<file path="src/rtl/dti_pack.sv">
// Shared DTI channel definitions: payload/id widths and the beat record
// carried through the response arbiter and its skid buffer.
package dti_pack;

    localparam int CUSTOM_DATA_WIDTH = 80;
    localparam int CUSTOM_KEEP_WIDTH = 10;
    localparam int PLD_W             = CUSTOM_DATA_WIDTH + CUSTOM_KEEP_WIDTH;
    localparam int TBU_NUM_WIDTH     = 4;

    typedef struct packed {
        logic [PLD_W-1:0]         payload;
        logic [TBU_NUM_WIDTH-1:0] srcid;
        logic [TBU_NUM_WIDTH-1:0] tgtid;
        logic                     qos;
        logic                     last;
    } dti_beat_t;

    localparam int BEAT_W = $bits(dti_beat_t);

endpackage

</file>
<file path="src/rtl/dti_pr_skid_buf.sv">
// Two-entry valid/ready register slice. Entry 0 always drives the output;
// the full flag is a pure register so upstream ready never sees data_ready_i.
module dti_pr_skid_buf #(
    parameter int W = 8
) (
    input  logic         clk,
    input  logic         rst,
    input  logic         push_i,
    input  logic [W-1:0] push_data_i,
    output logic         full_o,
    output logic         valid_o,
    output logic [W-1:0] data_o,
    input  logic         data_ready_i
);

    logic [1:0]   cnt_q, cnt_d;
    logic [W-1:0] ent0_q, ent0_d, ent1_q, ent1_d;
    logic         push, pop;

    assign full_o  = (cnt_q == 2'd2);
    assign valid_o = (cnt_q != 2'd0);
    assign data_o  = ent0_q;
    assign push    = push_i & ~full_o;
    assign pop     = valid_o & data_ready_i;

    always_comb begin
        cnt_d  = cnt_q;
        ent0_d = ent0_q;
        ent1_d = ent1_q;
        unique case ({push, pop})
            2'b10: begin
                if (cnt_q == 2'd0) ent0_d = push_data_i;
                else               ent1_d = push_data_i;
                cnt_d = cnt_q + 2'd1;
            end
            2'b01: begin
                ent0_d = ent1_q;
                cnt_d  = cnt_q - 2'd1;
            end
            // push is blocked when full, so a simultaneous push/pop only
            // happens with exactly one entry held
            2'b11:   ent0_d = push_data_i;
            default: ;
        endcase
    end

    always_ff @(posedge clk or posedge rst) begin
        if (rst) begin
            cnt_q  <= 2'd0;
            ent0_q <= '0;
            ent1_q <= '0;
        end else begin
            cnt_q  <= cnt_d;
            ent0_q <= ent0_d;
            ent1_q <= ent1_d;
        end
    end

endmodule

</file>
<file path="src/rtl/dti_pr_rsp_arb.sv">
// Packet-atomic round-robin arbiter for the DTI response channel.
// Define DTI_PR_RSP_ARB_QOS_EN to add the qos filter and starvation counter.
module dti_pr_rsp_arb
    import dti_pack::*;
#(
    parameter int NUM_REQ    = 4,
    parameter int STARVE_MAX = 4
) (
    input  logic                             clk,
    input  logic                             rst,
    input  logic [NUM_REQ-1:0]               in_valid,
    input  logic [NUM_REQ*PLD_W-1:0]         in_payload,
    input  logic [NUM_REQ*TBU_NUM_WIDTH-1:0] in_srcid,
    input  logic [NUM_REQ*TBU_NUM_WIDTH-1:0] in_tgtid,
    input  logic [NUM_REQ-1:0]               in_qos,
    input  logic [NUM_REQ-1:0]               in_last,
    output logic [NUM_REQ-1:0]               in_ready,
    output logic                             out_valid,
    output logic [PLD_W-1:0]                 out_payload,
    output logic [TBU_NUM_WIDTH-1:0]         out_srcid,
    output logic [TBU_NUM_WIDTH-1:0]         out_tgtid,
    output logic                             out_qos,
    output logic                             out_last,
    input  logic                             out_ready,
    output logic                             arb_idle
);

    localparam int IDW = $clog2(NUM_REQ);

    if (NUM_REQ < 2 || NUM_REQ > 8 || STARVE_MAX < 1 || STARVE_MAX > 15) begin : g_bad_cfg
        $error("dti_pr_rsp_arb: NUM_REQ or STARVE_MAX out of range");
    end

    dti_beat_t [NUM_REQ-1:0] beat;
    dti_beat_t               out_beat;
    logic                    lock_q, lock_d;
    logic [IDW-1:0]          lock_id_q, lock_id_d;
    logic [IDW-1:0]          rr_ptr_q, rr_ptr_d;
    logic [NUM_REQ-1:0]      cand, grant;
    logic [IDW-1:0]          gidx;
    logic                    gfound, accept, first, skid_full, starve_hit;

    for (genvar i = 0; i < NUM_REQ; i++) begin : g_unpack
        assign beat[i] = '{payload: in_payload[i*PLD_W +: PLD_W],
                           srcid:   in_srcid[i*TBU_NUM_WIDTH +: TBU_NUM_WIDTH],
                           tgtid:   in_tgtid[i*TBU_NUM_WIDTH +: TBU_NUM_WIDTH],
                           qos:     in_qos[i],
                           last:    in_last[i]};
    end

`ifdef DTI_PR_RSP_ARB_QOS_EN
    logic [3:0] starve_cnt_q, starve_cnt_d;
    assign starve_hit = (starve_cnt_q == 4'(STARVE_MAX));

    always_comb begin
        starve_cnt_d = starve_cnt_q;
        if (first) begin
            if (starve_hit || !in_qos[gidx])      starve_cnt_d = 4'd0;
            else if (|(in_valid & ~in_qos))       starve_cnt_d = starve_cnt_q + 4'd1;
        end
    end

    always_ff @(posedge clk or posedge rst) begin
        if (rst) starve_cnt_q <= 4'd0;
        else     starve_cnt_q <= starve_cnt_d;
    end
`else
    assign starve_hit = 1'b1;
`endif

    // Unlocked: pick first candidate at/after rr_ptr; locked: stay on lock_id
    always_comb begin
        cand = in_valid;
        if (!starve_hit && |(in_valid & in_qos)) cand = in_valid & in_qos;
        gfound = 1'b0;
        gidx   = '0;
        for (int k = 0; k < NUM_REQ; k++) begin
            if (!gfound && cand[(int'(rr_ptr_q) + k) % NUM_REQ]) begin
                gfound = 1'b1;
                gidx   = IDW'((int'(rr_ptr_q) + k) % NUM_REQ);
            end
        end
        if (lock_q) begin
            gfound = 1'b1;
            gidx   = lock_id_q;
        end
        grant = '0;
        if (gfound) grant[gidx] = 1'b1;
    end

    assign in_ready = grant & {NUM_REQ{~skid_full}};
    assign accept   = |(in_ready & in_valid);
    assign first    = accept & ~lock_q;

    always_comb begin
        lock_d    = lock_q;
        lock_id_d = lock_id_q;
        rr_ptr_d  = rr_ptr_q;
        if (accept) begin
            lock_d    = ~beat[gidx].last;
            lock_id_d = gidx;
        end
        if (first) rr_ptr_d = (int'(gidx) == NUM_REQ - 1) ? '0 : gidx + 1'b1;
    end

    always_ff @(posedge clk or posedge rst) begin
        if (rst) begin
            lock_q    <= 1'b0;
            lock_id_q <= '0;
            rr_ptr_q  <= '0;
        end else begin
            lock_q    <= lock_d;
            lock_id_q <= lock_id_d;
            rr_ptr_q  <= rr_ptr_d;
        end
    end

    dti_pr_skid_buf #(.W(BEAT_W)) u_skid (
        .clk          (clk),
        .rst          (rst),
        .push_i       (accept),
        .push_data_i  (beat[gidx]),
        .full_o       (skid_full),
        .valid_o      (out_valid),
        .data_o       (out_beat),
        .data_ready_i (out_ready)
    );

    assign out_payload = out_beat.payload;
    assign out_srcid   = out_beat.srcid;
    assign out_tgtid   = out_beat.tgtid;
    assign out_qos     = out_beat.qos;
    assign out_last    = out_beat.last;
    assign arb_idle    = ~lock_q & ~out_valid;

endmodule

</file>
<file path="config.mk">
export PLATFORM = sky130hd
export DESIGN_NAME = dti_pr_rsp_arb
export DESIGN_NICKNAME = d
export VERILOG_FILES = /design/src/rtl/dti_pack.sv /design/src/rtl/dti_pr_skid_buf.sv /design/src/rtl/dti_pr_rsp_arb.sv
export SDC_FILE = /design/constraint.sdc
export NUM_CORES = 1
export LEC_CHECK = 0
export ABC_AREA = 1
export CORE_AREA = 2 2 201 203
export DETAILED_ROUTE_END_ITERATION = 16
export DIE_AREA = 0 0 203 205
export GPL_TIMING_DRIVEN = 0
export PLACE_DENSITY = 0.65
export SETUP_SLACK_MARGIN = 0.02
export SYNTH_ARGS = -nofsm -noshare
export SYNTH_HDL_FRONTEND = slang
export SYNTH_SLANG_ARGS = --single-unit
</file>
<file path="constraint.sdc">
create_clock -name clk -period 10.2 [get_ports clk]
set_clock_uncertainty 0.2 [all_clocks]
set_input_delay 2.04 -clock clk [delete_from_list [all_inputs] [get_ports clk]]
set_output_delay 2.04 -clock clk [all_outputs]
set_load 0.01 [all_outputs]
</file>
==> results.sh <==
export IMPL_status="finished clean"
export IMPL_track_usage_pct=24.9
export IMPL_htree_levels=1
export IMPL_coreArea_um2=39400
export IMPL_crit_family="buffers and inverters"
export IMPL_start_kind="input pin"
export IMPL_postCtsSetupBuffers=0
export IMPL_nNetsFinal=2820
export IMPL_synth_largest_area_cell="dfrtp_1"
export IMPL_p_leak_nw=8.83
export IMPL_hp_class="flop to flop"
export IMPL_slew_headroom_pct=30.9
export IMPL_holdWs_ns=0.286
export IMPL_synth_top_area_share_pct=42.1
export IMPL_cp_required_ns=7.96
export IMPL_drtIter0Drc=1253
export IMPL_vias=14500
export IMPL_path_buf_inv=6
export IMPL_gr_usage_met2_pct=42.3
export IMPL_crit_slowest_cell="clkdlybuf4s50_1"
export IMPL_synth_compound_area_share_pct=8.80
export IMPL_synth_top_family_by_area="simple AND/OR/NAND/NOR gates"
export IMPL_synth_cells=1870
export IMPL_grt_pass1_wl_um=80800
export IMPL_finalWirelength_um=53200
export IMPL_crit_chain="clkdlybuf4s50_1 -> inv_1 -> o21ai_1 -> nand2_1 -> nand2_1 -> nand2_1 -> nand2_1 -> nand2_1 -> nand2_1 -> nand2_1 -> nand2_1 -> buf_4 -> buf_2 -> ha_1 -> inv_1 -> nor2_1 -> clkdlybuf4s50_1"
export IMPL_gp_congestion=0.905
export IMPL_busiest_layer="met2"
export IMPL_syn_mean_instance_area_um2=6.59
export IMPL_post_route_min_period_ns=7.56
export IMPL_synth_seq_area_share_pct=42.1
export IMPL_io_pins=513
export IMPL_crit_path_max_incr_delay_ns=0.62
export IMPL_synth_seq_cells=207
export IMPL_grt_pass1_vias=14200
export IMPL_cts_path_max_buffers=3
export IMPL_drive_gt1_share_pct=5.19
export IMPL_ys_warnings_count=0
export IMPL_netlist_top_cells_area="dfrtp_1 42%, nand2_1 29%, nand3_1 12%"
export IMPL_syn_num_nets=2280
export IMPL_use_met1_pct=33.1
export IMPL_wl_per_cell_um=18.0
export IMPL_synth_cell_types=25
export IMPL_rows=73
export IMPL_crit_arrival_ns=5.32
export IMPL_irDropWorstVdd_v=0.000191
export IMPL_synth_simple_area_share_pct=42.4
export IMPL_ant_nets=0
export IMPL_synth_xor_area_share_pct=0.142
export IMPL_finalSetupViolations=0
export IMPL_overflow=0
export IMPL_period_share_pct=74.1
export IMPL_finish_instance_area_um2=18900
export IMPL_grt_util_met3_pct=3.07
export IMPL_cts_tree="built"
export IMPL_path_max_fanout=10
export IMPL_synthMuxAreaShare_pct=0
export IMPL_antenna_found_initial=3
export IMPL_pwr_density_cell_nw_per_um2=396
export IMPL_cts_buffers=25
export IMPL_hold_viol_final=0
export IMPL_p_total_w=0.00749
export IMPL_cpMostUsedCell="nand2_1"
export IMPL_placed_area_um2=18100
export IMPL_drcViolationCount=0
export IMPL_firstDrtPassIters=7
export IMPL_place_hpwl_um=40600
export IMPL_cts_sinks=207
export IMPL_root_buffer="clkbuf_16"
export IMPL_ctsResizeCount=0
export IMPL_area_growth_pct=53.6
export IMPL_syn_cell_area_um2=12300
export IMPL_port_buffers=512
export IMPL_routed_via_density=4.91
export IMPL_die_area_um2=41600
export IMPL_worst_pin_slew_ns=1.04
export IMPL_clkTransAtPathRegs_ns=0.05
export IMPL_synth_fa_ha_area_share_pct=0.305
export IMPL_die_w_um=203
export IMPL_fmax_mhz=132
export IMPL_holdBufCountCts=0
export IMPL_initial_core_util_pct=31.3
export IMPL_cp_end_kind="primary output"
export IMPL_clk_latency_ns=0.52
export IMPL_grt_max_degree=128
export IMPL_die_h_um=205
export IMPL_final_max_slew_viol_count=0
export IMPL_rsz0062_at_grt="false"
export IMPL_drv_cap=0
export IMPL_path_class="input pin to primary output"
[worst min-delay path: stages (launching register included)]
cell	delay, ns
dfrtp_1	0.34
nand2_1	0.05
o21ai_0	0.06
[routing by layer]
metal	wire length, µm	up-vias
met5	0	-
met4	1640	0
met1	23200	6776
met2	25400	547
met3	3070	77
li1	-	7112
[synthesized netlist by cell type]
library cell / number
buf_1: 2
o21ai_2: 1
nor3_1: 4
xnor2_1: 1
inv_2: 3
a21boi_1: 1
nand2_1: 955
buf_2: 51
nand4_1: 6
o21ai_0: 204
ha_1: 3
dfrtp_1: 207
a21oi_1: 1
xor2_1: 1
buf_4: 26
nor2_1: 9
nand2_2: 2
buf_6: 1
nand3_1: 303
nor2_2: 1
or2_2: 1
clkbuf_1: 64
inv_1: 16
o21bai_2: 1
o21ai_1: 6
[cells in the final DEF (no fill, tap or decap)]
master             n
nand2_1          955
clkdlybuf4s50_1  512
nand3_1          303
dfrtp_1          207
o21ai_0          204
clkbuf_1          70
buf_2             51
buf_4             26
clkbuf_16         25
inv_1             15
nor2_1             9
o21ai_1            6
nand4_1            6
clkbuf_8           5
clkinv_2           5
nor3_1             4
diode_2            3
inv_2              3
ha_1               3
nand2_2            2
buf_1              2
xnor2_1            1
buf_6              1
a21boi_1           1
o21bai_2           1
or2_2              1
o21ai_2            1
nor2_2             1
inv_8              1
a21oi_1            1
xor2_1             1
inv_6              1
bufinv_16          1
buf_16             1
[final timing paths]
kind,from,to,slack (ns),cells after the start
max in group asynchronous,rst,u_skid.data_o[94],7.02,3
min,u_skid.ent1_q[0],u_skid.ent1_q[0],0.29,2
min in group asynchronous,rst,u_skid.data_o[39],1.75,2
max reg2reg,rr_ptr_q[0],u_skid.ent1_q[77],4.43,28
min reg2reg,u_skid.ent1_q[0],u_skid.ent1_q[0],0.29,2
max,in_valid[2],in_ready[3],2.64,17
[state kept, by name, indices dropped and copies added, names as in the netlist]
| signal | flops |
|---|---|
| u_skid.ent1_q | 100 |
| u_skid.cnt_q | 2 |
| lock_q | 1 |
| lock_id_q | 2 |
| u_skid.data_o | 100 |
| rr_ptr_q | 2 |
[cell families after synthesis]
group,Yosys count
DFF,207
buffers and inverters,163
AOI/OAI and AO/OA,214
adders and majority gates,3
xor gates and xnor gates,2
and+or+nand+nor,1281
[per-stage QoR]
step	TNS [ns]	setup slack (ns)	utilization, %	cells
2_1_floorplan	0	2.31	-	1870
3_3_place_gp	-105.11	-0.526	46.0	2907
3_5_place_dp	0	2.43	46.1	2908
4_1_cts	0	2.67	48.0	2951
5_1_grt	0	2.45	48.1	2954
6_report	0	2.64	48.1	2954
[area by class of cell]
cell class | count | area, µm²
sequential | 207 | 5180
fill | 3892 | 20400
clock inverter | 7 | 63.8
inverter | 19 | 78.8
clock buffer | 36 | 717
antenna | 3 | 7.51
tap | 525 | 657
multi-input combinational | 1500 | 6360
buffer | 144 | 709
timing repair buffer | 513 | 5150
[power by group]
group	switching (W)	internal, W	total, W
combinational	0.00340	0.00176	0.00517
clock	0.000354	0.000510	0.000864
sequential	0.000211	0.00124	0.00146
Power figures use the tool's default switching activity.
